--- src/rtl/usr_pkg.sv ---
`default_nettype none
// ============================================================================
//  Module      : usr_pkg
//  Description : Shared types for the universal shift register: the 2-bit
//                mode encoding driven by {S1,S0} and the sequencer states.
//  Revision    : 1.0  initial release
// ============================================================================
package usr_pkg;

   // Mode encoding matches {S1,S0} directly so the top can cast the pins.
   typedef enum logic [1:0] {
      USR_HOLD    = 2'b00,
      USR_SHL_MSB = 2'b01,
      USR_SHR_LSB = 2'b10,
      USR_LOAD    = 2'b11
   } usr_mode_e;

   typedef enum logic [0:0] {
      USR_IDLE = 1'b0,
      USR_RUN  = 1'b1
   } usr_state_e;

endpackage : usr_pkg
`default_nettype wire

--- src/rtl/usr_shift_core.sv ---
`default_nettype none
// ============================================================================
//  Module      : usr_shift_core
//  Description : Purely combinational next-state datapath of the shift
//                register. Given the current contents and a mode, returns
//                the value the register takes on the next edge.
//  Ports       : q_i      current register contents
//                d_i      parallel load data
//                mode_i   hold / shift toward MSB / shift toward LSB / load
//                dsr_i    serial input entering bit 0 (shift toward MSB)
//                dsl_i    serial input entering bit WIDTH-1 (toward LSB)
//                rot_i    replace the serial input with the wrapped-out bit
//                q_next_o next register contents
//  Revision    : 1.0  initial release
// ============================================================================
module usr_shift_core
   import usr_pkg::*;
#(
   parameter int WIDTH = 8
) (
   input  logic [WIDTH-1:0] q_i,
   input  logic [WIDTH-1:0] d_i,
   input  usr_mode_e        mode_i,
   input  logic             dsr_i,
   input  logic             dsl_i,
   input  logic             rot_i,
   output logic [WIDTH-1:0] q_next_o
);

   logic w_in_r;   // bit entering position 0
   logic w_in_l;   // bit entering position WIDTH-1

   // In rotate mode the bit leaving one end re-enters at the other end.
   assign w_in_r = rot_i ? q_i[WIDTH-1] : dsr_i;
   assign w_in_l = rot_i ? q_i[0]       : dsl_i;

   always_comb begin
      q_next_o = q_i;
      case (mode_i)
         USR_HOLD:    q_next_o = q_i;
         USR_SHL_MSB: q_next_o = {q_i[WIDTH-2:0], w_in_r};
         USR_SHR_LSB: q_next_o = {w_in_l, q_i[WIDTH-1:1]};
         USR_LOAD:    q_next_o = d_i;
         default:     q_next_o = q_i;
      endcase
   end

endmodule : usr_shift_core
`default_nettype wire

--- src/rtl/universal_shift_register_n.sv ---
`default_nettype none
// ============================================================================
//  Module      : universal_shift_register_n
//  Description : WIDTH-bit bidirectional universal shift register with a
//                sequenced multi-step shift (START/CNT -> BUSY/DONE), serial
//                outputs at both ends and optional rotate.
//  Config      : define USR_ROTATE_EN to honour ROT (wrap-around shifting);
//                without it ROT is ignored and DSL/DSR are always used.
//  Ports       : CP     clock (rising edge)
//                CR     synchronous active-high reset
//                S1,S0  mode: 00 hold, 01 toward MSB, 10 toward LSB, 11 load
//                D      parallel load data
//                DSR    serial in at Q[0];   DSL serial in at Q[WIDTH-1]
//                ROT    rotate select
//                START  request CNT-step shift in direction S1,S0
//                CNT    number of steps
//                Q      register contents; SO_L = Q[WIDTH-1], SO_R = Q[0]
//                BUSY   multi-step shift in progress
//                DONE   one-cycle pulse after the final step
//  Revision    : 1.0  initial release
// ============================================================================
module universal_shift_register_n
   import usr_pkg::*;
#(
   parameter int WIDTH = 8,
   parameter int CNT_W = 4
) (
   input  logic             CP,
   input  logic             CR,
   input  logic             S1,
   input  logic             S0,
   input  logic [WIDTH-1:0] D,
   input  logic             DSR,
   input  logic             DSL,
   input  logic             ROT,
   input  logic             START,
   input  logic [CNT_W-1:0] CNT,
   output logic [WIDTH-1:0] Q,
   output logic             SO_L,
   output logic             SO_R,
   output logic             BUSY,
   output logic             DONE
);

   localparam logic [CNT_W-1:0] C_ONE = CNT_W'(1);

   usr_state_e       state_q, state_d;
   logic [WIDTH-1:0] q_q, q_d;
   logic             dir_q, dir_d;     // 0: toward MSB, 1: toward LSB
   logic             rot_q, rot_d;     // latched rotate select for a run
   logic [CNT_W-1:0] rem_q, rem_d;     // shift steps still to perform
   logic             done_q, done_d;

   usr_mode_e        w_pin_mode;
   usr_mode_e        w_core_mode;
   logic             w_rot_in;
   logic             w_core_rot;
   logic [WIDTH-1:0] w_core_q;
   logic             w_start_ok;

   assign w_pin_mode = usr_mode_e'({S1, S0});

`ifdef USR_ROTATE_EN
   assign w_rot_in = ROT;
`else
   // Rotate is compiled out: ROT is tied off and the latched copy stays 0.
   logic w_unused_rot;
   assign w_unused_rot = ROT;
   assign w_rot_in     = 1'b0;
`endif

   // A run is only started for a real shift direction with a non-zero count;
   // any other START falls back to the ordinary single-cycle mode.
   assign w_start_ok = START && (CNT != '0) &&
                       ((w_pin_mode == USR_SHL_MSB) || (w_pin_mode == USR_SHR_LSB));

   usr_shift_core #(
      .WIDTH (WIDTH)
   ) u_core (
      .q_i      (q_q),
      .d_i      (D),
      .mode_i   (w_core_mode),
      .dsr_i    (DSR),
      .dsl_i    (DSL),
      .rot_i    (w_core_rot),
      .q_next_o (w_core_q)
   );

   always_comb begin
      state_d     = state_q;
      q_d         = q_q;
      dir_d       = dir_q;
      rot_d       = rot_q;
      rem_d       = rem_q;
      done_d      = 1'b0;
      w_core_mode = w_pin_mode;
      w_core_rot  = w_rot_in;

      case (state_q)
         USR_IDLE: begin
            if (w_start_ok) begin
               // Accepting edge: latch the run, register contents unchanged.
               state_d = USR_RUN;
               dir_d   = (w_pin_mode == USR_SHR_LSB);
               rot_d   = w_rot_in;
               rem_d   = CNT;
            end else begin
               q_d = w_core_q;
            end
         end
         USR_RUN: begin
            // Pins other than the serial inputs are ignored while running.
            w_core_mode = dir_q ? USR_SHR_LSB : USR_SHL_MSB;
            w_core_rot  = rot_q;
            q_d         = w_core_q;
            rem_d       = rem_q - C_ONE;
            if (rem_q == C_ONE) begin
               state_d = USR_IDLE;
               done_d  = 1'b1;
            end
         end
         default: begin
            state_d = USR_IDLE;
         end
      endcase
   end

   always_ff @(posedge CP) begin
      if (CR) begin
         state_q <= USR_IDLE;
         q_q     <= '0;
         dir_q   <= 1'b0;
         rot_q   <= 1'b0;
         rem_q   <= '0;
         done_q  <= 1'b0;
      end else begin
         state_q <= state_d;
         q_q     <= q_d;
         dir_q   <= dir_d;
         rot_q   <= rot_d;
         rem_q   <= rem_d;
         done_q  <= done_d;
      end
   end

   assign Q    = q_q;
   assign SO_L = q_q[WIDTH-1];
   assign SO_R = q_q[0];
   assign BUSY = (state_q == USR_RUN);
   assign DONE = done_q;

endmodule : universal_shift_register_n
`default_nettype wire

--- config.mk ---
export PLATFORM = sky130hd
export DESIGN_NAME = universal_shift_register_n
export DESIGN_NICKNAME = d
export VERILOG_FILES = /design/src/rtl/usr_pkg.sv /design/src/rtl/usr_shift_core.sv /design/src/rtl/universal_shift_register_n.sv
export SDC_FILE = /design/constraint.sdc
export NUM_CORES = 1
export LEC_CHECK = 0
export CELL_PAD_IN_SITES_DETAIL_PLACEMENT = 1
export CELL_PAD_IN_SITES_GLOBAL_PLACEMENT = 2
export CORE_ASPECT_RATIO = 0.75
export CORE_MARGIN = 10
export CORE_UTILIZATION = 22
export CTS_CLUSTER_DIAMETER = 200
export DETAILED_ROUTE_END_ITERATION = 8
export PLACE_DENSITY = 0.79
export SYNTH_ARGS = -nofsm -noshare
export SYNTH_HDL_FRONTEND = slang
export SYNTH_SLANG_ARGS = --single-unit
--- constraint.sdc ---
create_clock -name CP -period 1.5 [get_ports CP]
set_input_delay 0.15 -clock CP [delete_from_list [all_inputs] [get_ports CP]]
set_output_delay 0.15 -clock CP [all_outputs]
set_load 0.05 [all_outputs]
Yosys cells after proc, flatten, opt, wreduce, memory -nomap -nowiden
Cells that the tools add are included.
{ "word_totals": {"reg_bits": 15, "output_inout_bits": 12, "word_cells": 33} }
{ "classes": {"bitwise": 1, "reduce_logical": 7, "eq_ne": 8, "add_sub_neg": 1, "muxes": 11} }
{ "op_table": {"columns": ["cell", "n"], "rows": [
  ["one-hot mux 8 bit (4 select lines)", 1],
  ["one-hot mux 8 bit (2 select lines)", 1],
  ["2-to-1 mux 8 bit", 1],
  ["one-hot mux 4 bit (2 select lines)", 1],
  ["== test 2 bit, second input constant", 3],
  ["== test 2 x 1 -> 1 bit, second input constant", 2],
  ["== test 4 x 1 -> 1 bit, second input constant", 1],
  ["2-to-1 mux 2 bit", 2],
  ["2-to-1 mux 4 bit", 1],
  ["!= test 2 bit, second input constant", 2],
  ["nonzero test 4 bit", 1],
  ["subtractor 4 x 1 -> 4 bit, second input constant", 1],
  ["2-to-1 mux 1 bit", 3],
  ["logical AND 1 bit", 2],
  ["zero test 2 bit", 1],
  ["one-hot mux 1 bit (2 select lines)", 1],
  ["AND reduction 2 bit", 1],
  ["OR reduction 2 bit", 1],
  ["logical OR 1 bit", 1],
  ["inverter 1 bit", 1]
]} }

Longest topological paths before layout
{ "depth": {"depth_word": 6, "depth_mapped": 7, "ltp_nobuf": 6} }

By module
From an unflattened synthesis, not the netlist that was laid out.
{ "unflattened": {"hier_cells": 97, "area_unflattened_um2": 968.4} }
{ "modules_own_cells": {"columns": ["mod", "cells_each", "area_each_um2", "n_inst", "seq_area_each_um2"], "rows": [
  ["universal_shift_register_n", 85, 755.7, 1, 300.3],
  ["usr_shift_core", 12, 212.7, 1, 0.0]
]} }

Worst setup path before layout
OpenSTA, ideal clock, no wires.
{ "synth_timing": {"path_type": "reg2reg", "start": "register state_q (netlist: BUSY)", "end": "register q_q[7] (netlist: Q[7])", "path_buffers": 1, "t_required_ns": 1.360, "setup_ns": 0.140, "t_arrival_ns": 1.578, "period_less_slack_ns": 1.718, "path_stages_with_launch": 6, "setup_slack_ns": -0.218, "cell_sequence": "dfxtp_1 nand2_1 and2_1 clkbuf_1 a222oi_1 a211oi_2"} }
{ "synth_between": {"elab_chain_cells": 5} }
{ "synth_rtl": {"columns": ["element", "line_no", "source"], "rows": [
  ["start, declared", "universal_shift_register_n.sv:47", "usr_state_e state_q, state_d;"],
  ["start signal, assigned", "universal_shift_register_n.sv:137", "state_q <= state_d;"],
  ["2-to-1 mux 2 bit", "universal_shift_register_n.sv:99", "case (state_q)"],
  ["== test 2 bit (tied with other cells)", "usr_shift_core.sv:39", "case (mode_i)"],
  ["one-hot mux 8 bit (4 select lines)", "usr_shift_core.sv:39", null],
  ["2-to-1 mux 8 bit", "universal_shift_register_n.sv:101", "if (w_start_ok) begin"],
  ["one-hot mux 8 bit (2 select lines)", "universal_shift_register_n.sv:99", null],
  ["end signal, assigned", "universal_shift_register_n.sv:138", "q_q <= q_d;"],
  ["end, declared", "universal_shift_register_n.sv:48", "logic [WIDTH-1:0] q_q, q_d;"]
]} }
Several ways; a longest one is shown, not always the timed one. The select of a mux whose other input is x is not followed.
A chain may end at the register's enable or synchronous reset.

Worst setup path in the final report
{ "layout_timing": {"start": "input port CNT[0]", "end": "register rem_q[3]"} }
{ "layout_between": {"elab_chain_cells": 4} }
{ "layout_rtl": {"columns": ["element", "line_no", "source"], "rows": [
  ["start, declared", "universal_shift_register_n.sv:37", "input logic [CNT_W-1:0] CNT,"],
  ["nonzero test 4 bit", "universal_shift_register_n.sv:74", "assign w_start_ok = START && (CNT != '0) &&"],
  ["logical AND 1 bit (2 in series)", "universal_shift_register_n.sv:74", null],
  ["!= test 2 bit (no line)", null, null],
  ["end signal, assigned", "universal_shift_register_n.sv:141", "rem_q <= rem_d;"],
  ["end, declared", "universal_shift_register_n.sv:51", "logic [CNT_W-1:0] rem_q, rem_d;"]
]} }
No other way between the ends.

==> flow_summary.ini <==
[run_status]
status = completed

[clocking]
clock-sinks = 15
clock-root-buffer = clkbuf_8
cts_max_level = 1
cts_buffer_depth = 2
cts_tree = yes
clk_pin_slew_ns = 0.06
cts_made_buffers = 3
postCtsSetupRepairBufs = 0
clk_latency_ns = 0.25
postCtsHoldBufs = 0

[critical_path]
critPathKind = in2reg
start_kind = input pin
reg2reg_depth = 4
crit_chain = clkdlybuf4s50_1 > buf_4 > or4_4 > a21oi_4 > o21ai_0 > a21oi_1
crit_path_end_kind = register
crit_path_max_fanout = 3
crit_required_ns = 1.68
critical_path_buf_inv_count = 2
crit_family = buffers and inverters
arrival_ns = 1.62
crit_slowest_cell = or4_4
slowest_delay_ns = 0.44
crit_cells = 6

[hold_path]
worstHoldPathCells = 4
hp-class = in2reg

[synth]
synth_top_area_cell = dfxtp_1
ys.flop_type = dfxtp_1
synth_area_leaders = dfxtp_1 (35%), a211oi_2 (10%), a222oi_1 (8.3%)
async_flop_share_pct = 0
netlist-cell-type-count = 30
synth_commonest_cells = dfxtp_1 (15), nor2_1 (10), a211oi_2 (7), a222oi_1 (7)
synth-edff-count = 0
synth_top_cell_area_share_pct = 35.5
ys_seq_elements = 15
yosys_warnings = 0
synth_area_per_cell_um2 = 9.21
yosysSeqAreaShare_pct = 35.5
syn_inst = 92
syn_area_um2 = 847
synthesis.nets = 115
synth_most_common_cell = dfxtp_1

[cells_and_area]
design_area_um2 = 1400
fin_cells = 186
diodes = 0
area_delta_synth_final_pct = 65.6
drive_gt1_share_pct = 43.3
final_core_util_pct = 38.1
fin_nets = 158

[route]
dr_total_vias = 922
drcViolationCount = 0
drt-pass1-iter-count = 5
vias_per_cell = 4.96
wire_per_inst_um = 16.5
drt_first_iter_violations = 55
ant_nets = 0
totalWireLength_mm = 3.08

[place]
portBuffers = 30
gp_congestion = 0.774
placed_area_um2 = 1260
hpwl_mm = 2.37
placed_cells = 181

[sta]
max_freq_mhz = 697
period_minus_slack_ns = 1.44
fin_crit_sh_pct = 95.7
max_slew_margin_pct = 71.4
final-setup-viol-count = 0
rsz0062_at_grt = true
worstMarginPinSlew_ns = 0.429
drv_slew = 0
clock_skew_ns = 0.00463
setup_tns_ns = 0
hold_violations = 0

[power]
power.density_nw_per_um2 = 970
leakagePower_uw = 0.000530
ir_drop_v = 0.000371

[floorplanning]
start_util_pct = 23.0
dieWidth_um = 91.7
die_area_um2 = 6760
core_area_um2 = 3680
io_pins = 32
rows = 19
fp.dieH_um = 73.7

[global_routing]
grt_antenna_before_repair = 0
grt_pass1_vias = 999
grt_pass1_wl_mm = 4.99
grt_max_degree = 16
grt_usage_pct = 9.09
grt_remaining_overflow = 0

[flow_run]
max_cap_violations = 0
tightest hold or removal path, stage by stage:
cell            delay [ns]
dlymetal6s2s_1        0.14
buf_4                 0.14
a32oi_1               0.05
a21oi_1               0.11
power breakdown:
| group | leakage [µW] | switching, µW | total [µW] | internal, µW |
|---|---|---|---|---|
| sequential | 0.000124 | 52.2 | 494 | 442 |
| clock | 0.0000255 | 147 | 331 | 184 |
| combinational | 0.000380 | 310 | 536 | 225 |
registers in the layout, summed over array words and instances (netlist names):
name and flops:
Q 8, rem_q 4, BUSY 1, DONE 1
dir_q 1
layout by cell type (no fill, tap or decap), types with 2 or more instances in the layout:
master           netlist  final
a222oi_1               7      7
ha_1                   3      2
clkdlybuf4s50_1        0     13
nor2_1                10      2
clkbuf_8               0      3
nor2_2                 2      9
dlygate4sd2_1          0      4
o32a_4                 0      2
o21ai_0                3      2
a32oi_1                2      2
nor3_1                 2      2
nor3b_1                2      2
a211oi_2               7      7
a211oi_1               3      3
o21ai_1                1      2
inv_1                  5      4
a21oi_1                5      3
buf_4                  2     24
nor2b_1                4      4
nand2_1                4      4
dfxtp_1               15     14
stage by stage:
step / setup WS [ns] / total power [µW] / hold slack (ns)
2_1_floorplan: 0.000135 / 804 / 0.215
3_3_place_gp: -0.536 / 980 / 0.481
3_5_place_dp: -0.578 / 995 / 0.501
4_1_cts: 0.00927 / 1370 / 0.482
5_1_grt: 0.000495 / 1430 / 0.422
6_report: 0.0646 / 1360 / 0.394
cells by family (layout without fill, tap and decap cells):
group	after synthesis	count (layout)	synth area share, %
compound gates	33	34	34.4
fa+ha+maj	3	3	4.43
buf+inv	11	52	6.65
flops	15	15	35.5
simple gates	30	30	19.1
path summary, 6_finish.rpt:
check | from | end | slack, ns
worst max-delay path | CNT[0] | rem_q[3]$_SDFFE_PP0P_ | 0.06
worst min-delay path | CNT[3] | rem_q[3]$_SDFFE_PP0P_ | 0.39
worst max register to register | BUSY$_SDFF_PP0_ | Q[7]$_SDFFE_PP0P_ | 0.08
worst min register to register | rem_q[3]$_SDFFE_PP0P_ | rem_q[3]$_SDFFE_PP0P_ | 0.51
metal layers:
| metal | GRT usage [%] | routed length [µm] | share of wire, % |
|---|---|---|---|
| met4 | 4.16 | 46 | 1.5 |
| met2 | 15.2 | 1510 | 49 |
| met1 | 10.9 | 1400 | 45 |
| met3 | 2.14 | 119 | 3.9 |
| met5 | 0 | 0 | 0 |
timing repair:
item / CTS / global route
gates cloned: 1 / 0
resized for setup: 20 / 6
endpoints found under the setup margin: 12 / 11
pin swaps: 7 / 7
area by class of cell:
cell class,count,area [µm²]
timing repair buffer,43,378
multi-input combinational,67,591
clock inverter,1,5.00
fill,423,2280
inverter,5,18.8
sequential,15,304
tap,52,65.1
clock buffer,3,41.3
No activity file was read; power rests on OpenSTA's default activity.
